### src/rtl/uart_pkg.sv
// Shared UART types and constants for the receive controller and its baud counter.
package uart_pkg;
  typedef enum logic [2:0] {IDLE, START, DATA, PARITY, STOP} uart_state_e;

  localparam int CLKS_PER_BIT_DEFAULT = 434;
  localparam int PARITY_EVEN          = 0;
  localparam int PARITY_ODD           = 1;
  localparam int DATA_BITS            = 8;
endpackage

### src/rtl/uart_baud_tick.sv
// Loadable down-counter; tick is high while the count sits at zero.
module uart_baud_tick #(
  parameter int CNT_W = 9
) (
  input  logic             clk,
  input  logic             rst,
  input  logic             load,
  input  logic [CNT_W-1:0] load_val,
  output logic             tick
);
  logic [CNT_W-1:0] cnt_q, cnt_d;

  always_comb begin
    cnt_d = cnt_q;
    if (load)              cnt_d = load_val;
    else if (cnt_q != '0)  cnt_d = cnt_q - CNT_W'(1);
  end

  always_ff @(posedge clk or posedge rst) begin
    if (rst) cnt_q <= '0;
    else     cnt_q <= cnt_d;
  end

  assign tick = (cnt_q == '0);
endmodule

### src/rtl/uart_rx_controller.sv
// UART receive controller: 2-FF sync, start/data/parity/stop sequencing, held byte + flags.
// Define UART_RX_PARITY_EN for an 11-bit frame with a parity bit; default build is 8N1.
module uart_rx_controller
  import uart_pkg::*;
#(
  parameter int CLKS_PER_BIT = CLKS_PER_BIT_DEFAULT,
  parameter int PARITY_ODD   = PARITY_EVEN
) (
  input  logic       clk,
  input  logic       rst,
  input  logic       uart_rx,
  input  logic       rx_clr,
  output logic [7:0] rx_data,
  output logic       rx_ready,
  output logic       parity_err,
  output logic       frame_err,
  output logic       overrun,
  output logic       busy
);
  localparam int               CNT_W       = $clog2(CLKS_PER_BIT);
  localparam logic [CNT_W-1:0] HALF_LOAD   = CNT_W'(CLKS_PER_BIT/2 - 1);
  localparam logic [CNT_W-1:0] BIT_LOAD    = CNT_W'(CLKS_PER_BIT - 1);
  localparam logic             PAR_ODD_BIT = (PARITY_ODD != PARITY_EVEN);

  uart_state_e          state_q, state_d;
  logic [1:0]           sync_q, sync_d;
  logic [2:0]           bit_idx_q, bit_idx_d;
  logic [DATA_BITS-1:0] shift_q, shift_d;
  logic                 perr_q, perr_d;
  logic [7:0]           rx_data_q, rx_data_d;
  logic                 rx_ready_q, rx_ready_d;
  logic                 parity_err_q, parity_err_d;
  logic                 frame_err_q, frame_err_d;
  logic                 overrun_q, overrun_d;
  logic                 rx_s, tick, cnt_load;
  logic [CNT_W-1:0]     cnt_val;

  assign rx_s = sync_q[1];

  uart_baud_tick #(.CNT_W(CNT_W)) u_tick (
    .clk      (clk),
    .rst      (rst),
    .load     (cnt_load),
    .load_val (cnt_val),
    .tick     (tick)
  );

  always_comb begin
    sync_d       = {sync_q[0], uart_rx};
    state_d      = state_q;
    bit_idx_d    = bit_idx_q;
    shift_d      = shift_q;
    perr_d       = perr_q;
    rx_data_d    = rx_data_q;
    rx_ready_d   = rx_ready_q;
    parity_err_d = parity_err_q;
    frame_err_d  = frame_err_q;
    overrun_d    = overrun_q;
    cnt_load     = 1'b0;
    cnt_val      = BIT_LOAD;

    // A commit in STOP below overrides this clear in the same cycle.
    if (rx_clr) begin
      rx_ready_d   = 1'b0;
      parity_err_d = 1'b0;
      frame_err_d  = 1'b0;
      overrun_d    = 1'b0;
    end

    case (state_q)
      IDLE: if (!rx_s) begin
        state_d  = START;
        cnt_load = 1'b1;
        cnt_val  = HALF_LOAD;
      end
      START: if (tick) begin
        if (rx_s) state_d = IDLE;
        else begin
          state_d   = DATA;
          cnt_load  = 1'b1;
          bit_idx_d = '0;
          perr_d    = 1'b0;
        end
      end
      DATA: if (tick) begin
        shift_d   = {rx_s, shift_q[DATA_BITS-1:1]};
        cnt_load  = 1'b1;
        bit_idx_d = bit_idx_q + 3'd1;
        if (bit_idx_q == 3'(DATA_BITS-1)) begin
`ifdef UART_RX_PARITY_EN
          state_d = PARITY;
`else
          state_d = STOP;
`endif
        end
      end
      PARITY: if (tick) begin
        perr_d   = rx_s != ((^shift_q) ^ PAR_ODD_BIT);
        cnt_load = 1'b1;
        state_d  = STOP;
      end
      STOP: if (tick) begin
        state_d = IDLE;
        if (!rx_ready_q || rx_clr) begin
          rx_data_d    = shift_q;
          rx_ready_d   = 1'b1;
`ifdef UART_RX_PARITY_EN
          parity_err_d = perr_q;
`else
          parity_err_d = 1'b0;
`endif
          frame_err_d  = ~rx_s;
        end else begin
          overrun_d = 1'b1;
        end
      end
      default: state_d = IDLE;
    endcase
  end

  always_ff @(posedge clk or posedge rst) begin
    if (rst) begin
      state_q      <= IDLE;
      sync_q       <= 2'b11;
      bit_idx_q    <= '0;
      shift_q      <= '0;
      perr_q       <= 1'b0;
      rx_data_q    <= '0;
      rx_ready_q   <= 1'b0;
      parity_err_q <= 1'b0;
      frame_err_q  <= 1'b0;
      overrun_q    <= 1'b0;
    end else begin
      state_q      <= state_d;
      sync_q       <= sync_d;
      bit_idx_q    <= bit_idx_d;
      shift_q      <= shift_d;
      perr_q       <= perr_d;
      rx_data_q    <= rx_data_d;
      rx_ready_q   <= rx_ready_d;
      parity_err_q <= parity_err_d;
      frame_err_q  <= frame_err_d;
      overrun_q    <= overrun_d;
    end
  end

  assign rx_data    = rx_data_q;
  assign rx_ready   = rx_ready_q;
  assign parity_err = parity_err_q;
  assign frame_err  = frame_err_q;
  assign overrun    = overrun_q;
  assign busy       = (state_q != IDLE);
endmodule
### config.mk
export PLATFORM = sky130hd
export DESIGN_NAME = uart_rx_controller
export DESIGN_NICKNAME = d
export VERILOG_FILES = /design/src/rtl/uart_pkg.sv /design/src/rtl/uart_baud_tick.sv /design/src/rtl/uart_rx_controller.sv
export SDC_FILE = /design/constraint.sdc
export NUM_CORES = 1
export LEC_CHECK = 0
export CORE_ASPECT_RATIO = 0.75
export CORE_UTILIZATION = 55
export DETAILED_ROUTE_END_ITERATION = 8
export PLACE_DENSITY = 0.77
export SLEW_MARGIN = 5
export SYNTH_ARGS = -nofsm -noshare
export SYNTH_HDL_FRONTEND = slang
export SYNTH_SLANG_ARGS = --single-unit
### constraint.sdc
create_clock -name clk -period 3.4 [get_ports clk]
set_clock_uncertainty 0.1 [all_clocks]
set_input_delay 0.34 -clock clk [delete_from_list [all_inputs] [get_ports clk]]
set_output_delay 0.34 -clock clk [all_outputs]
set_load 0.01 [all_outputs]
==> results.py, run 1 <==
metrics = {
    "clock_tree": {
        "cts-resized-gates": 0,
        "cts_inserted_buffers": 5,
        "htreeDepth": 2,
        "cts_max_path_buffers": 2,
        "cts_tree": "done",
        "cts_sinks": 37,
        "clkLatencyLatePin_ns": 0.29,
        "cts_setup_buffers": 0,
        "clk_pin_slew_ns": 0.08,
        "cts_hold_buf": 0,
        "root_buffer": "clkbuf_8",
    },
    "sta": {
        "setup_viol": 0,
        "rsz0062_at_grt": "false",
        "min_period_ns": 2.83,
        "hold_viol": 0,
        "max_freq_ghz": 0.354,
        "fin_tns_setup_ns": 0,
        "layout_worst_path_cycle_share": 0.831,
        "maxSlewHeadroom": 0.577,
        "tightestPinTransition_ns": 0.634,
        "drv_slew": 0,
    },
    "worst_setup_path": {
        "critPathLaunchType": "flop",
        "critPathTopFamily": "simple AND/OR/NAND/NOR gates",
        "crit_type": "reg2reg",
        "critical-path-max-stage-delay_ns": 0.66,
        "path_common_cell": "or4_4",
        "cp_cell_sequence": "inv_1, ha_1, or3b_4, or4_4, or4_4, mux2_4",
        "end_kind": "flop",
        "worst_ep_required_time_ns": 3.48,
        "path_buf_inv": 1,
        "crit_arrival_ns": 2.90,
        "cp_max_fo": 10,
        "cp_slowest_cell": "or4_4",
    },
    "global_route": {
        "grt_use_total": 0.242,
        "grt_pass1_vias": 1149,
        "antenna_found_initial": 0,
        "overflow": 0,
        "grt_max_degree": 22,
        "grt_pass1_wl_um": 5690,
    },
    "yosys": {
        "synthArstFlopShare": 1.00,
        "synth_cells": 133,
        "yosys_warnings": 0,
        "syn_nets": 140,
        "netlist_area_sq_mm": 0.00167,
        "yosys.area.top_type": "dfrtp_1",
        "synth_cell_types": 43,
        "synth-edff-count": 0,
        "yosys-top-cells-area": "dfrtp_1 52%, mux2_4 7.2%, mux2_2 6.1%",
        "synthFlopType": "dfrtp_1",
        "ys_seq_area_frac": 0.556,
        "syn_area_per_cell_sq_um": 12.5,
        "synth_top_area_frac": 0.525,
        "synth_seq_cells": 37,
    },
    "outcome": {
        "status": "complete, no violations",
    },
    "finish": {
        "fin_util": 0.735,
        "n_antenna_cell": 0,
        "regArea_sq_um": 928,
        "fillerInstances": 189,
        "area_growth_pct": 20.8,
        "final_layout_size_suffix_gt1_frac": 0.250,
        "num-nets-final": 162,
        "multi_input_area_sq_um": 697,
    },
    "die": {
        "die_w_um": 65.6,
        "dieArea_sq_mm": 0.00326,
        "core_area_sq_mm": 0.00274,
        "initial_core_util": 0.609,
        "row_count": 16,
        "fp.dieH_um": 49.7,
        "ios": 17,
    },
    "route": {
        "routedWlPerCell_um": 16.9,
        "antenna_left": 0,
        "via_count": 1105,
        "wl_um": 3240,
        "drt_pass1_iterations": 4,
        "drc_errors": 0,
        "viasPerCell": 5.76,
        "drt-initial-drc-count": 49,
    },
    "power": {
        "ir_drop_v": 0.000506,
        "leakagePower_nw": 0.976,
        "p_per_area_mw_per_mm2": 447,
    },
    "run": {
        "max_cap_violations": 0,
    },
    "placement": {
        "dp_hpwl_um": 2240,
        "port_buffers": 16,
        "place.gp.congestion": 0.846,
    },
    "min_path": {
        "hp-class": "reg2reg",
    },
}
[routing by layer]
metal	wire length (um)	share of wire	up-vias	global-route usage
met5	0	0	-	0
met4	35	0.011	0	0.0797
met1	1520	0.47	546	0.326
met3	112	0.035	5	0.0625
li1	-	-	530	-
met2	1580	0.49	24	0.381
[synth_stat cells (2+ instances only)]
library cell and count:
a211o_1 2, a211oi_1 2, a21o_1 2, a21oi_1 5, a22o_1 2, clkbuf_1 3, dfrtp_1 35, dfstp_2 2
ha_1 3, inv_1 6, mux2_2 9, mux2_4 8, nand2_1 4, nand2b_1 3, nand3_1 2, nor2_1 6
nor2b_1 2, nor3_1 6, nor4b_1 2, or3_1 4, or3b_2 2, or4_4 2
[layout make-up]
class,count,share of cell area
sequential,37,0.460
multi-input combinational,85,0.346
timing repair buffer,20,0.0943
clock buffer,5,0.0341
clock inverter,3,0.0323
tap,36,0.0223
inverter,6,0.0112
[sequential cells by signal, summed over array words and instances (netlist names)]
name / cells
u_tick.cnt_q: 9
rx_data: 8
shift_q: 8
bit_idx_q: 3
state_q: 3
sync_q: 2
frame_err: 1
overrun: 1
parity_err: 1
rx_ready: 1
[report_power, final]
group	total [W]	internal, W	switching [W]
Combinational	0.0000159	0.00000517	0.0000107
Clock	0.000443	0.000291	0.000152
Sequential	0.000443	0.000442	0.00000114
Total	0.000903	0.000739	0.000164
[stage by stage]
stage | hold WS (ns) | worst slack (ns) | instances | area (sq um) | total power [W]
after floorplan | 0.244 | 0.697 | 133 | 1670 | 0.000460
after global placement | 0.248 | 0.649 | 184 | 1880 | 0.000468
after detailed placement | 0.248 | 0.593 | 184 | 1880 | 0.000468
after CTS | 0.262 | 0.574 | 192 | 2020 | 0.000911
after global routing | 0.267 | 0.492 | 192 | 2020 | 0.000931
final | 0.262 | 0.575 | 192 | 2020 | 0.000903
[final timing paths]
kind / startpoint / to / slack (ns) / cells past startpoint
max: u_tick.cnt_q[0]$_DFFE_PP0P_ / rx_data[4]$_DFFE_PP0P_ / 0.57 / 6
max reg2reg: u_tick.cnt_q[0]$_DFFE_PP0P_ / rx_data[4]$_DFFE_PP0P_ / 0.57 / 6
min reg2reg: sync_q[0]$_DFF_PP1_ / sync_q[1]$_DFF_PP1_ / 0.26 / 0
min: sync_q[0]$_DFF_PP1_ / sync_q[1]$_DFF_PP1_ / 0.26 / 0
min in group asynchronous: rst / u_tick.cnt_q[6]$_DFFE_PP0P_ / 0.34 / 2
max in group asynchronous: rst / state_q[2]$_DFFE_PP0P_ / 2.15 / 3
[cells in the final DEF (no fill, tap or decap), types with 3 or more instances in the layout]
cell type | Yosys | layout
inv_1 | 6 | 6
nor2_1 | 6 | 6
nor3_1 | 6 | 6
buf_4 | 0 | 4
nand2_1 | 4 | 4
mux2_4 | 8 | 8
clkdlybuf4s50_1 | 0 | 16
a21oi_1 | 5 | 5
nand2b_1 | 3 | 3
or3_1 | 4 | 4
ha_1 | 3 | 3
clkbuf_8 | 0 | 5
mux2_2 | 9 | 9
dfrtp_1 | 35 | 35
[kinds of logic after synthesis]
logic type / synth area share
DFF: 0.556
muxes: 0.139
buffers and inverters: 0.0300
xor gates and xnor gates: 0.00525
AOI/OAI and AO/OA: 0.0967
adders and majority gates: 0.0225
and+or+nand+nor: 0.151
Note: power is estimated with default switching activity, not from simulation.
==> run 2: changes to the inputs <==
==> constraint.sdc (replaced) <==
create_clock -name clk -period 2.7 [get_ports clk]
set_clock_uncertainty 0.1 [all_clocks]
set_input_delay 0.27 -clock clk [delete_from_list [all_inputs] [get_ports clk]]
set_output_delay 0.27 -clock clk [all_outputs]
set_load 0.01 [all_outputs]
==> results.py, run 2 (synthesis gave the netlist of run 1 again) <==
metrics = {
    "finish": {
        "stdcell_area_sq_mm": 0.00201,
        "top_register": "u_tick.cnt_q",
        "fin_util": 0.733,
        "area_growth_pct": 20.4,
        "largest_reg_flops": 9,
        "n_antenna_cell": 0,
        "fillerInstances": 180,
        "final_common_cell": "dfrtp_1",
        "final_layout_size_suffix_gt1_frac": 0.263,
        "num-nets-final": 166,
        "final_cell_mix": "35 x dfrtp_1, 16 x clkdlybuf4s50_1, 9 x mux2_2",
    },
    "sta": {
        "rsz0062_at_grt": "false",
        "layout_worst_path_cycle_share": 0.976,
        "fin_ws_ns": 0.0652,
        "tightestPinTransition_ns": 0.486,
        "maxSlewHeadroom": 0.671,
        "hold_viol": 0,
        "max_freq_ghz": 0.380,
        "setup_viol": 0,
        "holdWs_ns": 0.262,
        "drv_slew": 0,
        "min_period_ns": 2.63,
    },
    "die": {
        "row_count": 16,
        "core_area_sq_mm": 0.00274,
        "dieArea_sq_mm": 0.00326,
        "ios": 17,
        "fp.dieH_um": 49.7,
        "initial_core_util": 0.609,
        "die_w_um": 65.6,
    },
    "clock_tree": {
        "cts_sinks": 37,
        "cts_hold_buf": 0,
        "cts_tree": "done",
        "cts_inserted_buffers": 5,
        "clk_pin_slew_ns": 0.06,
        "root_buffer": "clkbuf_8",
        "cts_setup_buffers": 0,
        "cts_max_path_buffers": 2,
        "htreeDepth": 2,
        "clkLatencyLatePin_ns": 0.29,
    },
    "placement": {
        "dp_slack_ns": -0.0224,
        "placed_area_sq_mm": 0.00191,
        "place.gp.congestion": 0.887,
        "port_buffers": 16,
        "dp_hpwl_um": 2270,
    },
    "global_route": {
        "grt_max_degree": 38,
        "overflow": 0,
        "antenna_found_initial": 0,
        "grt_pass1_wl_um": 5560,
        "grt_pass1_vias": 1164,
        "grt_use_total": 0.237,
    },
    "route": {
        "drt-initial-drc-count": 54,
        "routedWlPerCell_um": 16.8,
        "antenna_left": 0,
        "via_count": 1161,
        "drc_errors": 0,
        "viasPerCell": 5.92,
        "drt_pass1_iterations": 4,
        "wl_um": 3290,
    },
    "worst_setup_path": {
        "end_kind": "flop",
        "cp_max_fo": 5,
        "worst_ep_required_time_ns": 2.77,
        "crit_arrival_ns": 2.70,
        "crit_type": "reg2reg",
        "critPathLaunchType": "flop",
    },
    "power": {
        "p_total_w": 0.000966,
        "ir_drop_v": 0.000335,
        "p_sw_frac": 0.202,
        "p_int_w": 0.000771,
        "pwr-share-clk": 0.402,
        "leakagePower_nw": 0.971,
        "seqPwrFrac": 0.578,
        "power_frac_comb": 0.020,
        "p_per_area_mw_per_mm2": 481,
        "switching_power_w": 0.000195,
    },
    "run": {
        "max_cap_violations": 0,
    },
    "outcome": {
        "status": "complete, no violations",
    },
    "min_path": {
        "hp-class": "reg2reg",
    },
}
## run 2: cell types whose count changed in the layout (fill, tap and decap cells not counted), sizes merged
| cell | change |
|---|---|
| buf | +3 |
| clkbuf | +3 |
| or4 | +1 |
| clkinv | -1 |
| bufinv | -2 |
## run 2: layer usage
layer  GRT usage  share of wire  routed length (um)  up-vias
li1            -              -                   -      540
met1       0.307           0.46                1520      588
met2       0.375           0.49                1600       26
met3      0.0625          0.034                 113        7
met4       0.105          0.015                  49        0
met5           0              0                   0        -
## run 2: final cells by class
class / instances / area (sq um) / share of cell area
Sequential cell: 37 / 928 / 0.462
Multi-Input combinational cell: 86 / 711 / 0.354
Timing Repair Buffer: 23 / 213 / 0.106
Clock buffer: 8 / 90.1 / 0.0448
Tap cell: 36 / 45.0 / 0.0224
Inverter: 6 / 22.5 / 0.0112
## run 2: power groups by stage
stage / Combinational, W / Clock [W] / Sequential (W)
finish: 0.0000195 / 0.000388 / 0.000558
CTS: 0.0000203 / 0.000392 / 0.000558
floorplan: 0.0000112 / 0 / 0.000568
detailed placement: 0.0000204 / 0 / 0.000569
global route: 0.0000227 / 0.000416 / 0.000558
global placement: 0.0000201 / 0 / 0.000569
## run 2: critical path: stages, from the launching register on
cell and delay [ns]:
dfrtp_1 0.38, inv_1 0.06, ha_2 0.20, or3b_4 0.41, or4_4 0.45, or4_4 0.61, mux2_4 0.32
## run 2: worst paths after layout
| kind | from | endpoint | slack (ns) | depth (start not counted) |
|---|---|---|---|---|
| min | sync_q[0]$_DFF_PP1_ | sync_q[1]$_DFF_PP1_ | 0.26 | 0 |
| min in group asynchronous | rst | rx_data[4]$_DFFE_PP0P_ | 0.29 | 3 |
| min reg2reg | sync_q[0]$_DFF_PP1_ | sync_q[1]$_DFF_PP1_ | 0.26 | 0 |
| max in group asynchronous | rst | sync_q[1]$_DFF_PP1_ | 1.86 | 3 |
| max reg2reg | u_tick.cnt_q[1]$_DFFE_PP0P_ | rx_data[7]$_DFFE_PP0P_ | 0.07 | 6 |
| max | u_tick.cnt_q[1]$_DFFE_PP0P_ | rx_data[7]$_DFFE_PP0P_ | 0.07 | 6 |
## run 2: per-stage QoR
stage,setup TNS [ns],std cells
2_1_floorplan,0,133
3_3_place_gp,0,187
3_5_place_dp,-0.114,187
4_1_cts,0,196
5_1_grt,0,196
6_report,0,196
## run 2: timing repair
item | 4_1_cts | 5_1_grt
resized for setup | 1 | 0
pin swaps | 2 | 1
endpoints found under the setup margin | 8 | 3
endpoints found under the hold margin | 0 | 0
gates cloned | 1 | 0
